$ cat src/rtl/alu_writeback.sv
// alu_writeback: 2-entry result buffer draining to a register-file or data-memory write port.
// Optional macro WB_FLAGS_EN enables the registered {negative, zero} flags.
module alu_writeback #(
  parameter int MEM_TIMEOUT = 15
) (
  input  logic       clk,
  input  logic       rst_n,
  input  logic [7:0] alu_result,
  input  logic [2:0] rd_addr,
  input  logic [7:0] literalOrAddress,
  input  logic [1:0] instructionType,
  input  logic       res_valid,
  output logic       res_ready,
  output logic       rf_we,
  output logic [2:0] rf_waddr,
  output logic [7:0] rf_wdata,
  output logic       mem_req,
  output logic [7:0] mem_addr,
  output logic [7:0] mem_wdata,
  input  logic       mem_ack,
  output logic       wb_busy,
  output logic       timeout_err,
  output logic [1:0] flags
);
  typedef enum logic [1:0] {IDLE, REG_WR, MEM_REQ} state_t;
  localparam logic [7:0] TMO_LAST = 8'(MEM_TIMEOUT - 1);
  state_t state, state_nx;
  logic [20:0] fifo [2];
  logic [20:0] head;
  logic [1:0] count;
  logic [7:0] wait_cnt;
  logic wr_ptr, rd_ptr, push, pop, tmo_hit, rf_we_nx, mem_req_nx;
  assign head = fifo[rd_ptr];
  assign res_ready = count < 2'd2;
  assign push = res_valid && res_ready;
  assign pop = state == IDLE && count != 2'd0;
  assign tmo_hit = wait_cnt == TMO_LAST;
  assign wb_busy = state != IDLE || count != 2'd0;
  always_ff @(posedge clk)
    if (!rst_n) state <= IDLE;
    else state <= state_nx;
  always_comb begin
    state_nx = state;
    if (state == IDLE && pop)
      state_nx = head[1] ? IDLE : head[0] ? REG_WR : MEM_REQ;
    else if (state == REG_WR)
      state_nx = IDLE;
    else if (state == MEM_REQ && (mem_ack || tmo_hit))
      state_nx = IDLE;
  end
  always_comb begin
    rf_we_nx = state_nx == REG_WR;
    mem_req_nx = state_nx == MEM_REQ;
  end
  always_ff @(posedge clk)
    if (push) fifo[wr_ptr] <= {alu_result, rd_addr, literalOrAddress, instructionType};
  always_ff @(posedge clk) begin
    if (!rst_n) begin
      count <= '0;
      wr_ptr <= 1'b0;
      rd_ptr <= 1'b0;
      wait_cnt <= '0;
      rf_we <= 1'b0;
      rf_waddr <= '0;
      rf_wdata <= '0;
      mem_req <= 1'b0;
      mem_addr <= '0;
      mem_wdata <= '0;
      timeout_err <= 1'b0;
    end else begin
      count <= count + 2'(push) - 2'(pop);
      wr_ptr <= wr_ptr ^ push;
      rd_ptr <= rd_ptr ^ pop;
      wait_cnt <= state == MEM_REQ ? wait_cnt + 8'd1 : 8'd0;
      rf_we <= rf_we_nx;
      mem_req <= mem_req_nx;
      if (pop && rf_we_nx) begin
        rf_waddr <= head[12:10];
        rf_wdata <= head[20:13];
      end
      if (pop && mem_req_nx) begin
        mem_addr <= head[9:2];
        mem_wdata <= head[20:13];
      end
      // ack arriving on the last allowed cycle still counts as success
      if (state == MEM_REQ && !mem_ack && tmo_hit) timeout_err <= 1'b1;
    end
  end
`ifdef WB_FLAGS_EN
  always_ff @(posedge clk)
    if (!rst_n) flags <= 2'b00;
    else if (state == REG_WR) flags <= {rf_wdata[7], rf_wdata == 8'd0};
`else
  assign flags = 2'b00;
`endif
endmodule

$ cat config.mk
export PLATFORM = sky130hd
export DESIGN_NAME = alu_writeback
export DESIGN_NICKNAME = d
export VERILOG_FILES = /design/src/rtl/alu_writeback.sv
export SDC_FILE = /design/constraint.sdc
export NUM_CORES = 1
export LEC_CHECK = 0
export ABC_AREA = 1
export CAP_MARGIN = 15
export CORE_MARGIN = 5
export CORE_UTILIZATION = 45
export CTS_BUF_LIST = sky130_fd_sc_hd__clkbuf_8 sky130_fd_sc_hd__clkbuf_16
export DETAILED_ROUTE_END_ITERATION = 16
export PLACE_DENSITY = 0.73
export SYNTH_ARGS = -nofsm -noshare
export SYNTH_HDL_FRONTEND = slang
export SYNTH_SLANG_ARGS = --single-unit
$ cat constraint.sdc
create_clock -name clk -period 1.79 [get_ports clk]
set_clock_uncertainty 0.2 [all_clocks]
set_input_delay 0.358 -clock clk [delete_from_list [all_inputs] [get_ports clk]]
set_output_delay 0.358 -clock clk [all_outputs]
set_load 0.1 [all_outputs]
==> key figures, run 1 <==
Final layout
  • Area of the multi-input gates: 1094 µm²
  • Nets: 437
  • Commonest non-fill, non-tap cell in the layout: nand2_1
  • Storage cell area: 2166 µm²
  • Most frequent cells in the layout: 79 x nand2_1, 72 x nor2_1, 42 x dfxtp_1, 42 x edfxtp_1, 32 x buf_12
  • Fill cells: 609
  • Synth-to-Final Area Change: 36.51%
  • Post-Layout Cell Count: 510
  • N_diodes: 0
  • Share of layout cells above drive strength 1: 19.46%

Critical path
  • Flop-to-flop setup slack: 70 ps
  • Worst setup EP type: flop
  • Reg2Reg Depth: 9
  • CP max FO: 5
  • WS Path Type: flop to flop
  • Data arrival, critical path: 1800 ps
  • Reg2reg start: state[0]
  • Startpoint types: flop
  • Worst reg2reg endpoint: count[1]
  • Worst EP required: 1870 ps

Logic synthesis
  • Synth cell types: 29
  • Yosys reg bits: 87
  • Syn Inst Count: 345
  • Synth area leaders: edfxtp_1 38%, dfxtp_1 27%, nand2_1 8.9%
  • Avg Inst Size Synth: 9.745 µm²
  • Register area share after synthesis: 64.31%
  • Synth warn: 0
  • Area share of the largest cell type after synthesis: 37.51%
  • Synthesized area: 3362 µm²
  • Synth area leader: edfxtp_1

Route
  • Initial drt markers: 142
  • Vias: 2361
  • Post-route ant nets: 0
  • WL final: 6556 µm
  • Drc violations: 0
  • Drt wl/cell: 12.85 µm
  • Pre-antenna DRT Iters: 4
  • Avg Vias per Cell: 4.629

Clock tree
  • CTS tree: done
  • Reg clk slew, reported paths: 90 ps
  • Htree depth: 3
  • TritonCTS Buffers: 9
  • CTS Root Cell: clkbuf_8
  • Setup Fix Bufs, Post-CTS: 0
  • CTS Sinks: 87
  • Worst skew pair latency: 360 ps
  • Clk buf depth: 2

GRT
  • Antenna violations before repair: 0
  • Global-route wire length before repair: 10720 µm
  • Vias in the first global route: 2303
  • GRT overflow: 0
  • Total Routing Usage GR: 15.34%
  • Largest net degree at the start of global routing: 32

Placed design
  • IO Port Bufs: 56
  • DP Cell Count: 494
  • Final HPWL DP: 4891 µm
  • Worst slack at placement: -214.7 ps
  • GPL Wtd Cong: 0.7755

Pwr
  • Final Power: 8.798 mW
  • Pwr per Cell Area: 1917 nW/µm²
  • Max IR drop VDD: 0.0006542 V
  • Pleak: 1.818 nW

Die
  • Number of cell rows: 31
  • Die Wd: 96.44 µm
  • Die ar.: 9300 µm²
  • I/O pin cnt: 59
  • Starting Density: 46.35%
  • Die Y: 96.44 µm
  • Core area: 7253 µm²

Timing
  • Post-Route Hold Slack: 260.1 ps
  • Slew Viols, Final: 0
  • Final period util: 95.84%
  • Final min period: 1716 ps
  • Fin Setup TNS: 0 ps
  • Setup violators final: 0
  • RSZ-0062 raised after global routing: no
  • Final hold vios: 0
  • PnR worst setup slack: 74.46 ps
  • Max Freq: 0.5829 GHz

Worst hold path
  • Hold depth: 1
  • Worst Min Path Start: rd_ptr
  • Class of the worst hold path: flop to flop

Outcome
  • Status: finished clean

Flow run
  • Max-Cap Viols: 0
-- stage by stage --
stage	util (%)	instance area, µm²
floorplan	-	3431
global placement	60.62	4397
detailed placement	60.62	4397
CTS	63.14	4579
global route	63.27	4589
finish	63.27	4589
-- cell families after synthesis --
family | synth area share [%]
flops | 64.31
simple gates | 22.00
other cells | 0.1115
fa+ha+maj | 2.233
xor+xnor | 0.5211
compound gates | 5.471
buf+inv | 5.359
-- report_power, final --
| group | switching, mW | total (mW) | internal, mW | leakage (nW) |
|---|---|---|---|---|
| Clock | 0.731 | 1.25 | 0.520 | 0.0868 |
| Combinational | 3.04 | 4.63 | 1.60 | 0.972 |
| Sequential | 0.351 | 2.91 | 2.56 | 0.759 |
| Total | 4.12 | 8.80 | 4.68 | 1.82 |
-- state kept, by name, summed over array words and instances, names as in the netlist, named ones only --
register     count
fifo            42
mem_addr         8
mem_wdata        8
rf_wdata         8
wait_cnt         8
rf_waddr         3
count            2
state            2
mem_req          1
rd_ptr           1
rf_we            1
timeout_err      1
wr_ptr           1
-- critical path, stage by stage, from the launching register on --
cell	delay [ps]
dfxtp_1	370
inv_1	70
nand2_1	110
nor2_4	70
ha_4	260
inv_2	30
ha_4	150
xnor2_2	170
o21ai_1	80
a21oi_1	120
-- cell type report --
type	count	share of cell area (%)
Sequential cell	87	47.19
Timing Repair Buffer	63	20.34
Clock buffer	9	2.699
Clock inverter	7	1.227
Multi-Input combinational cell	222	23.83
Tap cell	99	2.699
Inverter	23	2.017
-- cell usage after synthesis --
master,instances
a21boi_0,3
a21oi_1,8
a31oi_1,1
buf_2,3
buf_4,5
buf_6,2
clkbuf_1,3
clkbuf_2,1
conb_1,1
dfxtp_1,45
edfxtp_1,42
ha_1,6
inv_1,18
inv_2,4
inv_4,1
nand2_1,80
nand2_2,2
nand3_1,6
nand3_4,1
nand3b_1,8
nand4_1,1
nor2_1,74
nor2_2,2
nor2_4,1
nor3_1,1
o21ai_0,22
o21ai_1,1
or2_2,1
xnor2_1,2
-- how the worst max path moves through the flow --
stage	start	end	slack, ps	depth (start not counted)
global placement	res_valid	count[1]	-170	8
detailed placement	res_valid	count[1]	-210	8
global route	state[0]	count[1]	30	9
finish	state[0]	count[1]	70	9
floorplan	count[1]	count[1]	-210	8
CTS	count[1]	wb_busy	50	3
-- repair_timing --
item,in CTS,in global routing
setup endpoints to repair,1,5
hold buffers,0,0
gates cloned,0,0
resized for setup,1,4
hold endpoints to repair,0,0
-- layer usage --
layer | wire length, µm | track usage [%] | up-vias
li1 | - | - | 1234
met1 | 3028 | 19.56 | 1078
met2 | 3180 | 24.44 | 40
met3 | 227 | 2.943 | 9
met4 | 120 | 8.762 | 0
met5 | 0 | 0 | -
Power figures use the tool's default switching activity.
==> run 2: changes to the inputs <==
ABC_AREA = 0   (was 1)
PLACE_DENSITY = 0.7   (was 0.73)
SLEW_MARGIN = 0   (was unset)
clock period = 1.6 ns   (was 1.79 ns; I/O delays follow)
==> run 2 against run 1 <==
Net effect:
- the run now ends with setup timing left
- count of clock-buffer cells in the layout up 1
- non-clock buffer count rose by 30
- highest routed layer unchanged
- power decreased by 8.4%
- clock power increased by 24%
- core utilization increased by 7.1 points
- critical path type unchanged
- largest cell class unchanged
- synthesized area up 0.45%
==> key figures, run 2 <==
Outcome
  • Status: complete, but fails checks (was finished clean)
  • Failing checks: setup timing

Clock tree
  • CTS Sinks: 87 (unchanged)
  • Htree depth: 3 (unchanged)
  • CTS Root Cell: clkbuf_8 (unchanged)
  • Worst skew pair latency: 340 ps (was 360 ps)
  • Clk buf depth: 2 (unchanged)
  • TritonCTS Buffers: 9 (unchanged)
  • Reg clk slew, reported paths: 90 ps (about the same)
  • CTS tree: done (unchanged)

Logic synthesis
  • Post-synth top cells: 54 x nand2_1, 45 x dfxtp_1, 42 x edfxtp_1 (was 80 x nand2_1, 74 x nor2_1, 45 x dfxtp_1)
  • Area share of the largest cell type after synthesis: 37.35% (was 37.51%)
  • Synthesized area: 3377 µm² (was 3362 µm²)
  • Count leader, synth: nand2_1 (unchanged)
  • Synth area leaders: edfxtp_1 37%, dfxtp_1 27%, mux2i_1 8.6% (was edfxtp_1 38%, dfxtp_1 27%, nand2_1 8.9%)
  • Synth cell types: 33 (was 29)
  • EDFF count, synth: 42 (unchanged)
  • Async SR Flop Fraction: 0% (unchanged)
  • Yosys reg bits: 87 (unchanged)
  • Synth area leader: edfxtp_1 (unchanged)
  • Synth warn: 0 (unchanged)
  • Register area share after synthesis: 64.02% (was 64.31%)
  • Avg Inst Size Synth: 12.55 µm² (was 9.745 µm²)
  • Synth Flop Type: dfxtp_1 (unchanged)
  • Syn Inst Count: 269 (was 345)

Timing
  • Setup violators final: 33 (was 0)
  • RSZ-0062 raised after global routing: yes (was no)
  • Max Freq: 0.5500 GHz (was 0.5829 GHz)
  • PnR worst setup slack: -218.1 ps (was 74.46 ps)
  • Slew Viols, Final: 0 (unchanged)
  • Final min period: 1818 ps (was 1716 ps)
  • Final period util: 113.6% (was 95.84%)
  • Final hold vios: 0 (unchanged)

Final layout
  • Commonest non-fill, non-tap cell in the layout: nand2_1 (unchanged)
  • Share of layout cells above drive strength 1: 38.02% (was 19.46%)
  • N_diodes: 0 (unchanged)
  • Most frequent cells in the layout: 52 x nand2_1, 42 x edfxtp_1, 40 x buf_12 (was 79 x nand2_1, 72 x nor2_1, 42 x dfxtp_1, 42 x edfxtp_1, 32 x buf_12)
  • Nets: 389 (was 437)
  • Synth-to-Final Area Change: 51.95% (was 36.51%)
  • Largest register FFs: 42 (unchanged)
  • Design area: 5131 µm² (was 4589 µm²)
  • Fill cells: 519 (was 609)
  • Top reg by flops: fifo (unchanged)
  • Post-Layout Cell Count: 462 (was 510)

Placed design
  • GPL Wtd Cong: 0.7502 (was 0.7755)
  • DP Cell Count: 435 (was 494)
  • Final HPWL DP: 5020 µm (was 4891 µm)
  • IO Port Bufs: 56 (unchanged)
  • Worst slack at placement: -365.7 ps (was -214.7 ps)
  • Placed cell area: 4654 µm² (was 4397 µm²)

Critical path
  • WS Path Type: flop to flop (unchanged)
  • Crit path largest cell delay: 410 ps (was 370 ps)
  • Worst path cell trace: or3b_4 > a2111o_1 > buf_6 > mux2i_2 (was inv_1 > nand2_1 > nor2_4 > ha_4 > inv_2 > ha_4 > xnor2_2 > o21ai_1 > a21oi_1)
  • Worst setup EP type: flop (unchanged)
  • Buf+Inv Stages, Crit Path: 1 (was 2)
  • Startpoint types: flop (unchanged)
  • CP max FO: 4 (was 5)
  • CP delay by family, top: flip-flops (was adder cells)
  • Slowest-stage cell, CP: edfxtp_1 (was dfxtp_1)
  • Worst EP required: 1640 ps (was 1870 ps)
  • Data arrival, critical path: 1850 ps (was 1800 ps)

Route
  • Initial drt markers: 82 (was 142)
  • Drt wl/cell: 16.16 µm (was 12.85 µm)
  • Vias: 2314 (was 2361)
  • Post-route ant nets: 0 (unchanged)
  • Pre-antenna DRT Iters: 4 (unchanged)
  • Avg Vias per Cell: 5.009 (was 4.629)
  • Drc violations: 0 (unchanged)
  • WL final: 7467 µm (was 6556 µm)

Die
  • I/O pin cnt: 59 (unchanged)
  • Die Y: 96.63 µm (was 96.44 µm)
  • Number of cell rows: 31 (unchanged)
  • Core area: 7292 µm² (was 7253 µm²)
  • Die ar.: 9337 µm² (was 9300 µm²)
  • Die Wd: 96.63 µm (was 96.44 µm)
  • Starting Density: 46.31% (was 46.35%)

Worst hold path
  • Class of the worst hold path: input pin to flop (was flop to flop)

Pwr
  • Pwr per Cell Area: 1570 nW/µm² (was 1917 nW/µm²)
  • Pleak: 2.028 nW (was 1.818 nW)
  • Max IR drop VDD: 0.0007828 V (was 0.0006542 V)

GRT
  • Largest net degree at the start of global routing: 26 (was 32)
  • Vias in the first global route: 2456 (was 2303)
  • M1 GR Usage: 19.80% (was 19.56%)
  • Met2 usage: 28.87% (was 24.44%)
  • Met3 usage: 3.813% (was 2.943%)
  • Global-route wire length before repair: 12300 µm (was 10720 µm)
  • Total Routing Usage GR: 16.43% (was 15.34%)
  • Antenna violations before repair: 0 (unchanged)
  • Gr busiest metal: met2 (unchanged)
  • GRT overflow: 0 (unchanged)

Flow run
  • Max-Cap Viols: 0 (unchanged)
## run 2: stage by stage
step / utilization (%) / hold slack (ps) / total power, mW / setup TNS (ps)
floorplan: - / 218.9 / 4.915 / -14500
global placement: 63.83 / 258.5 / 6.061 / -15020
detailed placement: 63.83 / 266.4 / 6.133 / -15810
CTS: 68.65 / 107.2 / 7.853 / -3442
global route: 70.37 / 111.9 / 8.404 / -5814
finish: 70.37 / 128.3 / 8.058 / -3994
## run 2: logic make-up after synthesis
| group | synth area share [%] |
|---|---|
| xor+xnor | 1.297 |
| flops | 64.02 |
| other cells | 0.1110 |
| buf+inv | 3.298 |
| mux | 14.93 |
| fa+ha+maj | 2.223 |
| simple gates | 11.00 |
| compound gates | 3.112 |
## run 2: path summary, 6_finish.rpt
| check | from | end | slack (ps) | depth (start not counted) |
|---|---|---|---|---|
| max | fifo[0][1] | rf_wdata[7] | -220 | 4 |
| min | rst_n | timeout_err | 130 | 2 |
| max reg2reg | fifo[0][1] | rf_wdata[7] | -220 | 4 |
| min reg2reg | wait_cnt[0] | wait_cnt[0] | 260 | 1 |
## run 2: area by class of cell
cell class	count	area [µm²]	area share [%]
multi-input combinational	160	1296	25.26
timing repair buffer	93	1305	25.43
clock buffer	10	137.6	2.682
inverter	7	32.53	0.6340
clock inverter	6	66.31	1.292
tap	99	123.9	2.414
sequential	87	2170	42.28
## run 2: where the power goes
| group | switching [mW] | internal [mW] | total (mW) |
|---|---|---|---|
| clock network | 0.775 | 0.771 | 1.55 |
| registers | 0.215 | 2.68 | 2.89 |
| logic | 2.01 | 1.61 | 3.62 |
## run 2: what timing repair did
action	in CTS	in global routing
pin swaps	7	5
hold buffers	0	0
endpoints found under the setup margin	55	36
gates resized for setup	24	19
gates cloned	1	0
setup buffers	3	8
## run 2: routing by layer
metal  wire length, µm  part of all wire, %  vias up
met5                 0                    0        -
met2              4036                   54       54
met4                74                 0.99        0
met1              3096                   41     1131
li1                  -                    -     1122
met3               261                  3.5        7
